===== config.mk =====
export PLATFORM = sky130hd
export DESIGN_NAME = rx_ram_writer
export DESIGN_NICKNAME = d
export VERILOG_FILES = /design/src/rtl/rx_ram_writer.sv
export SDC_FILE = /design/constraint.sdc
export NUM_CORES = 1
export LEC_CHECK = 0
export ABC_AREA = 1
export CAP_MARGIN = 20
export CORE_MARGIN = 2
export CORE_UTILIZATION = 45
export CTS_CLUSTER_SIZE = 8
export DETAILED_ROUTE_END_ITERATION = 8
export PLACE_DENSITY = 0.77
export SYNTH_ARGS = -nofsm -noshare
export SYNTH_HDL_FRONTEND = slang
export SYNTH_SLANG_ARGS = --single-unit

===== constraint.sdc =====
create_clock -name clk -period 3.9 [get_ports clk]
set_input_delay 1.17 -clock clk [delete_from_list [all_inputs] [get_ports clk]]
set_output_delay 1.17 -clock clk [all_outputs]
set_load 0.02 [all_outputs]

===== src/rtl/rx_ram_writer.sv =====
// Receive-side capture RAM: stores incoming words at an auto-incrementing address
// and offers a registered read port for readback and checking.
module rx_ram_writer #(
    parameter int DATA_WIDTH = 8,
    parameter int ADDR_WIDTH = 2,
    parameter bit WRAP       = 1'b0
) (
    input  logic                  clk,
    input  logic                  rst_n,
    input  logic                  wr_valid,
    input  logic [DATA_WIDTH-1:0] wr_data,
    output logic                  wr_ready,
    input  logic                  clear,
    input  logic                  rd,
    input  logic [ADDR_WIDTH-1:0] rd_addr,
    output logic [DATA_WIDTH-1:0] q,
    output logic                  q_valid,
    output logic [ADDR_WIDTH-1:0] wr_addr,
    output logic [ADDR_WIDTH:0]   count,
    output logic                  full,
    output logic                  overflow
);

    localparam int                  DEPTH      = 2 ** ADDR_WIDTH;
    localparam logic [ADDR_WIDTH:0] FULL_COUNT = (ADDR_WIDTH + 1)'(DEPTH);

    logic [DATA_WIDTH-1:0] mem [DEPTH];
    logic                  accept;
    logic                  drop;
    logic [ADDR_WIDTH:0]   count_next;

    assign wr_ready = !clear && (WRAP || !full);
    assign accept   = wr_valid && wr_ready;
    // A word arriving while full is either lost (stop mode) or overwrites the oldest (circular).
    assign drop       = wr_valid && !clear && full;
    assign count_next = full ? count : count + (ADDR_WIDTH + 1)'(1);

    // NOTE: clocked state uses non-blocking (<=) so every register sees pre-edge values.
    always_ff @(posedge clk or negedge rst_n) begin
        if (!rst_n) begin
            wr_addr  <= '0;
            count    <= '0;
            full     <= 1'b0;
            overflow <= 1'b0;
        end else if (clear) begin
            wr_addr  <= '0;
            count    <= '0;
            full     <= 1'b0;
            overflow <= 1'b0;
        end else begin
            if (accept) begin
                wr_addr <= wr_addr + ADDR_WIDTH'(1);
                count   <= count_next;
                full    <= (count_next == FULL_COUNT);
            end
            if (drop) begin
                overflow <= 1'b1;
            end
        end
    end

    // NOTE: the storage array has no reset so it maps onto RAM; a write during reset is discarded.
    always_ff @(posedge clk) begin
        if (accept && rst_n) begin
            mem[wr_addr] <= wr_data;
        end
    end

    // Sampling mem on the same edge it is written gives the old word (read-before-write).
    always_ff @(posedge clk or negedge rst_n) begin
        if (!rst_n) begin
            q       <= '0;
            q_valid <= 1'b0;
        end else begin
            q_valid <= rd;
            if (rd) begin
                q <= mem[rd_addr];
            end
        end
    end

endmodule

**Yosys cells after proc, flatten, opt, wreduce, memory -nomap -nowiden**

Memories as Yosys holds them, arrays and structs flattened. A register that Yosys moved wholly into a read port is not among the register bits.
Index checks and enable logic that the tools add are counted.

- Output and inout bits: 17
- Memories: 1
- Flip-flop bits (word level): 8
- Memory bits (read-only): 0
- Input port bits: 15
- Latch bits: 0
- Memory bits (writable): 32
- Logic and storage cells: 30

- Order comparisons: 0
- Shifts and indexed selects: 0
- $mul: 0
- Add/sub/neg operators: 2
- Equality and inequality tests: 1
- Mux-type cells: 11
- Divide/modulo/power cells: 0
- Reductions and logical operators: 10
- Bitwise operators: 0

Memory list:

| name | depth | bits a word | read ports | clocked after memory_dff | wr ports | RTL line | source |
|---|---|---|---|---|---|---|---|
| mem | 4 | 8 | 1 | 1 | 1 | 27 | `logic [DATA_WIDTH-1:0] mem [DEPTH];` |

Operators with widths:

| kind | number |
|---|---|
| $mux W3 | 3 |
| $mux W1 | 6 |
| $logic_and A1 B1 Y1 | 5 |
| $mux W2 | 2 |
| $reduce_bool A2 Y1 | 2 |
| $add A3 B1 Y3 const B | 1 |
| $eq A3 B3 Y1 const B | 1 |
| $logic_not A1 Y1 | 3 |
| $add A2 B1 Y2 const B | 1 |

**Longest topological paths before layout**

Gate-level depths: netlist of the first run.

- Depth after elaboration: 6
- Depth in mapped cells: 8
- Depth with buffers taken out: 6

**Worst setup path before layout of the first run**

Ideal clock, no wire load.

- Kind: input-to-output
- From: input port clear
- To: output port wr_ready
- Arrival: 1,424 ps
- Path buffers: 0
- Stages: 1
- Data required time: 2,730 ps
- Path slack: 1,306 ps
- Cells stage by stage: nor2_2

- Longest elaborated chain between the ends: 2

RTL lines:

| element | RTL line | source |
|---|---|---|
| start, declared | 13 | `input logic clear,` |
| $logic_not A1 Y1 | 32 | `assign wr_ready = !clear && (WRAP \|\| !full);` |
| $logic_and A1 B1 Y1 | 32 |  |
| end, declared | 12 | `output logic wr_ready,` |

No other way between the ends.

**Worst setup path in the final report of the first run**

Same ends and word-level chain as after synthesis.

==> metrics.txt, run 1 <==
# TYPE chip_impl_metric gauge
chip_impl_metric{name="worst_slew_margin_rel",unit="%"} 47.68
chip_impl_metric{name="ir_worst_vdd",unit="mV"} 0.3244
chip_impl_metric{name="die-area",unit="um2"} 5225
chip_impl_metric{name="syn_to_final_growth",unit="%"} 20.81
chip_impl_metric{name="h_tree_depth",unit=""} 2
chip_impl_metric{name="worst-r2r-cell-count",unit=""} 5
chip_impl_metric{name="start_util",unit="%"} 47.53
chip_impl_metric{name="max_clock_freq",unit="GHz"} 0.2812
chip_impl_info{name="worstSetupEndpointType",value="output pin"} 1
chip_impl_metric{name="power-per-cell-area",unit="nW/um2"} 421.2
chip_impl_metric{name="muxShareOfSynthArea",unit="%"} 0
chip_impl_metric{name="pin_count_of_the_biggest_net_entering_global_routing",unit=""} 18
chip_impl_info{name="path_common_cell",value="clkdlybuf4s50_1"} 1
chip_impl_metric{name="share_of_the_synthesized_area_in_compound_gates_ao_oa_aoi_oai",unit="%"} 1.670
chip_impl_metric{name="dp.cells",unit=""} 291
chip_impl_metric{name="clock_path_buffers",unit=""} 2
chip_impl_metric{name="post_layout_nonfiller_instances",unit=""} 299
chip_impl_metric{name="floorplan.core_area",unit="um2"} 4414
chip_impl_info{name="outcome",value="completed"} 1
chip_impl_metric{name="antennaDiodeCount",unit=""} 0
chip_impl_metric{name="cts.repair_timing.setup_buffer_count",unit=""} 0
chip_impl_metric{name="overflow",unit=""} 0
chip_impl_metric{name="detail_route.wirelength",unit="um"} 3446
chip_impl_info{name="min-delay-path-class",value="flip-flop to flip-flop"} 1
chip_impl_metric{name="setup_ws",unit="ns"} 0.3433
chip_impl_metric{name="postSynthNetCount",unit=""} 232
chip_impl_metric{name="row_count",unit=""} 24
chip_impl_metric{name="fin_worst_skew",unit="ns"} 0.01192
chip_impl_metric{name="critPathBufInv",unit=""} 2
chip_impl_metric{name="r2r_slack",unit="ns"} 2.06
chip_impl_metric{name="detail-route-antenna-nets",unit=""} 0
chip_impl_metric{name="detail_route.iter0.violations",unit=""} 62
chip_impl_info{name="tritoncts",value="yes"} 1
chip_impl_metric{name="synth_fa_ha_area_share",unit="%"} 2.982
chip_impl_metric{name="syn_area",unit="um2"} 2098
chip_impl_metric{name="final_clock_period_utilization_by_the_worst_path",unit="%"} 91.20
chip_impl_metric{name="fill_cells",unit=""} 388
chip_impl_metric{name="yosys.area_share.simple",unit="%"} 19.80
chip_impl_metric{name="dieHeight",unit="um"} 72.29
chip_impl_metric{name="setup_tns",unit="ns"} 0
chip_impl_metric{name="finalSetupViolations",unit=""} 0
chip_impl_metric{name="clock_sinks",unit=""} 48
chip_impl_info{name="crit_slowest_cell",value="clkdlybuf4s50_1"} 1
chip_impl_metric{name="cp.required",unit="ns"} 2.73
chip_impl_info{name="timing.critical_path.max_delay_family",value="buffers and inverters"} 1
chip_impl_info{name="cp_cell_sequence",value="clkdlybuf4s50_1 -> nor2_2 -> clkdlybuf4s50_1"} 1
chip_impl_metric{name="placement.io_buffers",unit=""} 31
chip_impl_metric{name="finalWorstPathRequiredPeriod",unit="ns"} 3.557
chip_impl_metric{name="drt-wirelength-per-cell",unit="um"} 11.53
chip_impl_info{name="timing_worst_setup_path_type",value="primary input to output pin"} 1
chip_impl_info{name="rsz0062_at_grt",value="no"} 1
chip_impl_metric{name="max_cap_viol_count",unit=""} 0
chip_impl_metric{name="worstHoldPathCells",unit=""} 2
chip_impl_metric{name="timing.critical_path.arrival",unit="ns"} 2.39
chip_impl_metric{name="grt_pass1_wl",unit="um"} 5878
chip_impl_metric{name="cts_hold_buf",unit=""} 0
chip_impl_metric{name="number_of_warning_messages_in_the_yosys_log",unit=""} 0
chip_impl_metric{name="netlist-cell-type-count",unit=""} 19
chip_impl_info{name="cts_root_buf",value="clkbuf_8"} 1
chip_impl_metric{name="vias",unit=""} 1396
chip_impl_metric{name="power.static_leakage",unit="uW"} 0.001179
chip_impl_metric{name="ys_seq_area_share",unit="%"} 64.88
chip_impl_info{name="setup.worst_path.start_class",value="primary input"} 1
chip_impl_metric{name="worst-path-max-fanout",unit=""} 2
chip_impl_info{name="synth_top_family_by_area",value="simple AND/OR/NAND/NOR gates"} 1
chip_impl_info{name="layout.cells.most_common",value="nand2_1"} 1
chip_impl_metric{name="groute.usage.overall",unit="%"} 15.29
chip_impl_metric{name="synthCells",unit=""} 212
chip_impl_metric{name="worst_pin_slew",unit="ns"} 0.7820
chip_impl_metric{name="floorplan.die.width",unit="um"} 72.29
chip_impl_metric{name="cp.depth",unit=""} 3
chip_impl_metric{name="largest_stage_delay_worst_path",unit="ns"} 0.63
chip_impl_metric{name="worstSkewPairLatency",unit="ns"} 0.30
chip_impl_info{name="most-common-layout-cells",value="nand2_1 (73), inv_1 (44), edfxtp_1 (32), clkdlybuf4s50_1 (31), nand3_1 (19)"} 1
chip_impl_metric{name="syn_avg_cell_area",unit="um2"} 9.897
chip_impl_metric{name="dp_slack",unit="ns"} 0.3347
chip_impl_metric{name="antenna_found_initial",unit=""} 0
chip_impl_metric{name="synthXorXnorAreaFrac",unit="%"} 0.4174
chip_impl_metric{name="routed_via_density",unit=""} 4.669
chip_impl_metric{name="cts_resized",unit=""} 0
chip_impl_metric{name="route.detailed.drc",unit=""} 0
chip_impl_metric{name="numCtsBuffers",unit=""} 5
chip_impl_metric{name="layout-drive-gt1-share",unit="%"} 5.668
chip_impl_metric{name="detail_route.first_pass.iterations",unit=""} 4
chip_impl_metric{name="boundaryPins",unit=""} 32
chip_impl_metric{name="place.gp.congestion",unit=""} 0.7289
chip_impl_metric{name="timing.hold.ws",unit="ns"} 0.4844
chip_impl_metric{name="worst_setup_hold_path_clk_slew",unit="ns"} 0.09
chip_impl_metric{name="dp_hpwl",unit="um"} 2492
chip_impl_metric{name="report.final.hold_viol_count",unit=""} 0
chip_impl_metric{name="design.final.nets",unit=""} 266
chip_impl_metric{name="timing_max_transition_violations_final",unit=""} 0
chip_impl_metric{name="first_global_vias",unit=""} 1351
chip_impl_metric{name="ys_seq_elements",unit=""} 48
[Yosys cell counts, drive strengths merged]
cell    count  area, um2
nor2        7      28.78
buf         5      40.04
o22ai       1      6.260
a21oi       1      8.760
nand3      19      95.09
dfrtp      16      400.4
nand2      75      291.5
xnor2       1      8.760
ha          5      62.56
edfxtp     32      960.9
o21ai       4      20.02
inv        46      175.2
[worst paths after layout]
check	start	end
worst max-delay path	clear	wr_ready
worst min-delay path	q[1]	q[1]
worst max register to register	full	mem[3][1]
worst min register to register	q[1]	q[1]
max in group asynchronous	rst_n	wr_addr[0]
min in group asynchronous	rst_n	q[1]
[where the power goes]
group	switching, uW	total, uW	leakage (uW)	internal [uW]
sequential	19.9	591	0.000492	571
combinational	98.0	178	0.000643	79.5
clock	155	299	0.0000445	144
total	273	1070	0.00118	795
[routing by layer]
metal,global-route usage [%],share of wire (%),vias to the layer above
li1,-,-,722
met1,18.07,44,638
met2,25.28,49,31
met3,5.833,4.9,5
met4,5.870,1.6,0
met5,0,0,-
[registers in the layout (all words and copies together) (netlist names)]
signal / flops
wr_addr: 2
mem: 32
q: 8
count: 3
overflow: 1
full: 1
q_valid: 1
[through the flow]
stage	cell area, um2	utilization (%)	total power, uW
floorplan	2098	-	701.1
global placement	2441	55.30	777.2
detailed placement	2441	55.30	782.2
CTS	2535	57.43	1075
global route	2535	57.43	1124
finish	2535	57.43	1068
[worst reg2reg max path: stages (launching register included)]
cell and delay [ns]:
dfrtp_1 0.44, nor2_2 0.19, nand2_4 0.09, inv_2 0.09, nand2_2 0.07, nor2_1 0.60
[kinds of logic after synthesis]
| logic type | Yosys count |
|---|---|
| AOI/OAI and AO/OA | 6 |
| xor gates and xnor gates | 1 |
| adders and majority gates | 5 |
| buffers and inverters | 51 |
| DFF | 48 |
| and+or+nand+nor | 101 |
[cell type report]
type                            count  area (um2)  area share [%]
Clock buffer                        7       86.33           3.406
Clock inverter                      1       7.507          0.2962
Inverter                           46       175.2           6.910
Multi-Input combinational cell    113       521.8           20.58
Sequential cell                    48        1361           53.70
Tap cell                           52       65.06           2.567
Timing Repair Buffer               32       317.8           12.54
Power figures use the tool's default switching activity.
==> inputs of run 2 (changes only) <==
--- a/config.mk
+++ b/config.mk
@@ -9,6 +9,7 @@
 export CAP_MARGIN = 20
 export CORE_MARGIN = 2
 export CORE_UTILIZATION = 45
+export CTS_BUF_LIST = sky130_fd_sc_hd__clkbuf_16
 export CTS_CLUSTER_SIZE = 8
 export DETAILED_ROUTE_END_ITERATION = 8
 export PLACE_DENSITY = 0.77
==> run 2 against run 1 <==
  * Design area rose by 1.8%
  * Die area is the same
  * Clock skew shrank 0.0028 ns
  * Critical endpoint unchanged
  * Worst hold slack got worse by 0.0043 ns
  * Routed wire length is 1.1% higher
==> metrics.txt, run 2 (synthesized netlist as in run 1, its figures left out) <==
# TYPE chip_impl_metric gauge
chip_impl_metric{name="timing_max_transition_violations_final",unit=""} 0
chip_impl_metric{name="placement.io_buffers",unit=""} 31
chip_impl_metric{name="clock_path_buffers",unit=""} 2
chip_impl_metric{name="worstHoldPathCells",unit=""} 2
chip_impl_metric{name="dieHeight",unit="um"} 72.29
chip_impl_metric{name="post-route-cell-area",unit="um2"} 2581
chip_impl_metric{name="p_switching",unit="uW"} 286.9
chip_impl_metric{name="flip_flop_count_of_the_largest_register_after_layout",unit=""} 32
chip_impl_metric{name="power-per-cell-area",unit="nW/um2"} 453.7
chip_impl_metric{name="floorplan.core_area",unit="um2"} 4414
chip_impl_metric{name="row_count",unit=""} 24
chip_impl_info{name="most-common-layout-cells",value="nand2_1 (73), inv_1 (45), edfxtp_1 (32), clkdlybuf4s50_1 (31), nand3_1 (19)"} 1
chip_impl_metric{name="post-route-util",unit="%"} 58.48
chip_impl_metric{name="report.power.total",unit="uW"} 1171
chip_impl_metric{name="worst-r2r-cell-count",unit=""} 5
chip_impl_metric{name="worst_slew_margin_rel",unit="%"} 49.01
chip_impl_metric{name="start_util",unit="%"} 47.53
chip_impl_metric{name="ir_worst_vdd",unit="mV"} 0.2656
chip_impl_metric{name="power.static_leakage",unit="uW"} 0.001203
chip_impl_metric{name="switching_share",unit="%"} 24.49
chip_impl_metric{name="worst_setup_hold_path_clk_slew",unit="ns"} 0.06
chip_impl_info{name="worstSetupEndpointType",value="output pin"} 1
chip_impl_metric{name="numCtsBuffers",unit=""} 5
chip_impl_metric{name="antennaDiodeCount",unit=""} 0
chip_impl_info{name="layout.cells.most_common",value="nand2_1"} 1
chip_impl_metric{name="max_cap_viol_count",unit=""} 0
chip_impl_metric{name="detail_route.iter0.violations",unit=""} 56
chip_impl_metric{name="power.share.sequential",unit="%"} 50.6
chip_impl_metric{name="routed_via_density",unit=""} 4.612
chip_impl_metric{name="fill_cells",unit=""} 387
chip_impl_metric{name="finalWorstPathRequiredPeriod",unit="ns"} 3.556
chip_impl_info{name="rsz0062_at_grt",value="no"} 1
chip_impl_metric{name="route.detailed.drc",unit=""} 0
chip_impl_metric{name="worstSkewPairLatency",unit="ns"} 0.29
chip_impl_metric{name="final_clock_period_utilization_by_the_worst_path",unit="%"} 91.19
chip_impl_metric{name="h_tree_depth",unit=""} 2
chip_impl_metric{name="dp_hpwl",unit="um"} 2492
chip_impl_metric{name="fin_worst_skew",unit="ns"} 0.009086
chip_impl_metric{name="syn_to_final_growth",unit="%"} 23.02
chip_impl_metric{name="dp_slack",unit="ns"} 0.3347
chip_impl_metric{name="cts_hold_buf",unit=""} 0
chip_impl_metric{name="floorplan.die.width",unit="um"} 72.29
chip_impl_info{name="cts_root_buf",value="clkbuf_16"} 1
chip_impl_metric{name="groute.usage.overall",unit="%"} 15.38
chip_impl_metric{name="cp.required",unit="ns"} 2.73
chip_impl_metric{name="max_clock_freq",unit="GHz"} 0.2812
chip_impl_info{name="min-delay-path-class",value="flip-flop to flip-flop"} 1
chip_impl_metric{name="detail_route.wirelength",unit="um"} 3485
chip_impl_info{name="setup.worst_path.start_class",value="primary input"} 1
chip_impl_metric{name="power_frac_comb",unit="%"} 15.2
chip_impl_info{name="largest-register",value="mem"} 1
chip_impl_metric{name="timing.critical_path.arrival",unit="ns"} 2.39
chip_impl_metric{name="finalSetupViolations",unit=""} 0
chip_impl_info{name="tritoncts",value="yes"} 1
chip_impl_metric{name="worst-path-max-fanout",unit=""} 2
chip_impl_metric{name="first_global_vias",unit=""} 1359
chip_impl_metric{name="detail_route.first_pass.iterations",unit=""} 4
chip_impl_info{name="biggestRegsByFlops",value="mem: 32 flops, q: 8 flops, count: 3 flops"} 1
chip_impl_metric{name="report.final.hold_viol_count",unit=""} 0
chip_impl_metric{name="drt-wirelength-per-cell",unit="um"} 11.66
chip_impl_metric{name="r2r_slack",unit="ns"} 2.08
chip_impl_metric{name="detail-route-antenna-nets",unit=""} 0
chip_impl_metric{name="setup_ws",unit="ns"} 0.3437
chip_impl_metric{name="setup_tns",unit="ns"} 0
chip_impl_metric{name="clock_sinks",unit=""} 48
chip_impl_metric{name="worst_pin_slew",unit="ns"} 0.7620
chip_impl_info{name="timing_worst_setup_path_type",value="primary input to output pin"} 1
chip_impl_metric{name="overflow",unit=""} 0
chip_impl_metric{name="placedInstanceArea",unit="um2"} 2441
chip_impl_info{name="outcome",value="completed"} 1
chip_impl_metric{name="boundaryPins",unit=""} 32
chip_impl_metric{name="antenna_found_initial",unit=""} 0
chip_impl_metric{name="layout-drive-gt1-share",unit="%"} 5.263
chip_impl_metric{name="die-area",unit="um2"} 5225
chip_impl_metric{name="vias",unit=""} 1379
chip_impl_metric{name="cts_resized",unit=""} 0
chip_impl_metric{name="p_int",unit="uW"} 884.3
chip_impl_metric{name="grt_pass1_wl",unit="um"} 5920
chip_impl_metric{name="cts.repair_timing.setup_buffer_count",unit=""} 0
chip_impl_metric{name="design.final.nets",unit=""} 266
chip_impl_metric{name="pin_count_of_the_biggest_net_entering_global_routing",unit=""} 18
chip_impl_metric{name="clkPwrFrac",unit="%"} 34.3
chip_impl_metric{name="place.gp.congestion",unit=""} 0.7289
-- run 2: cell types whose count changed in the layout (fill, tap and decap cells not counted) --
| cell | delta |
|---|---|
| clkbuf_8 | -6 |
| clkbuf_16 | +5 |
| clkbuf_1 | -1 |
| clkinv_1 | +1 |
| inv_1 | +1 |
-- run 2: path summary, 6_finish.rpt --
kind | end | start
worst max-delay path | wr_ready | clear
worst min-delay path | q[1] | q[1]
worst max register to register | mem[2][1] | full
worst min register to register | q[1] | q[1]
max in group asynchronous | wr_addr[0] | rst_n
min in group asynchronous | q[1] | rst_n
-- run 2: worst max-delay path, cell delays in order --
cell and delay (ns):
clkdlybuf4s50_1 0.43, nor2_2 0.15, clkdlybuf4s50_1 0.63
-- run 2: power by group through the flow --
stage | registers (uW) | logic (uW) | clock network, uW
2_1_floorplan | 627 | 73.6 | 0
3_3_place_gp | 602 | 175 | 0
3_5_place_dp | 603 | 179 | 0
4_1_cts | 593 | 180 | 408
5_1_grt | 596 | 200 | 426
6_report | 592 | 178 | 401
-- run 2: final cells by class --
| cell class | instances | area (um2) | area share (%) |
|---|---|---|---|
| clock buffers | 5 | 125.1 | 4.847 |
| clock inverters | 3 | 15.01 | 0.5817 |
| inverters | 46 | 175.2 | 6.786 |
| multi-input cells | 113 | 521.8 | 20.21 |
| flip-flops and latches | 48 | 1361 | 52.74 |
| well taps | 52 | 65.06 | 2.521 |
| repair buffers | 32 | 317.8 | 12.31 |
-- run 2: layer usage --
layer	wire [um]	part of all wire, %	GRT usage [%]
met1	1510	43	17.70
met2	1730	50	25.99
met3	171	4.9	5.000
met4	72	2.1	7.128
met5	0	0	0
-- run 2: stage by stage --
step,std cells,hold WS (ns)
after detailed placement,291,0.4667
after CTS,299,0.4830
after global routing,299,0.5124
after floorplan,212,0.5864
after global placement,291,0.4626
final,299,0.4801
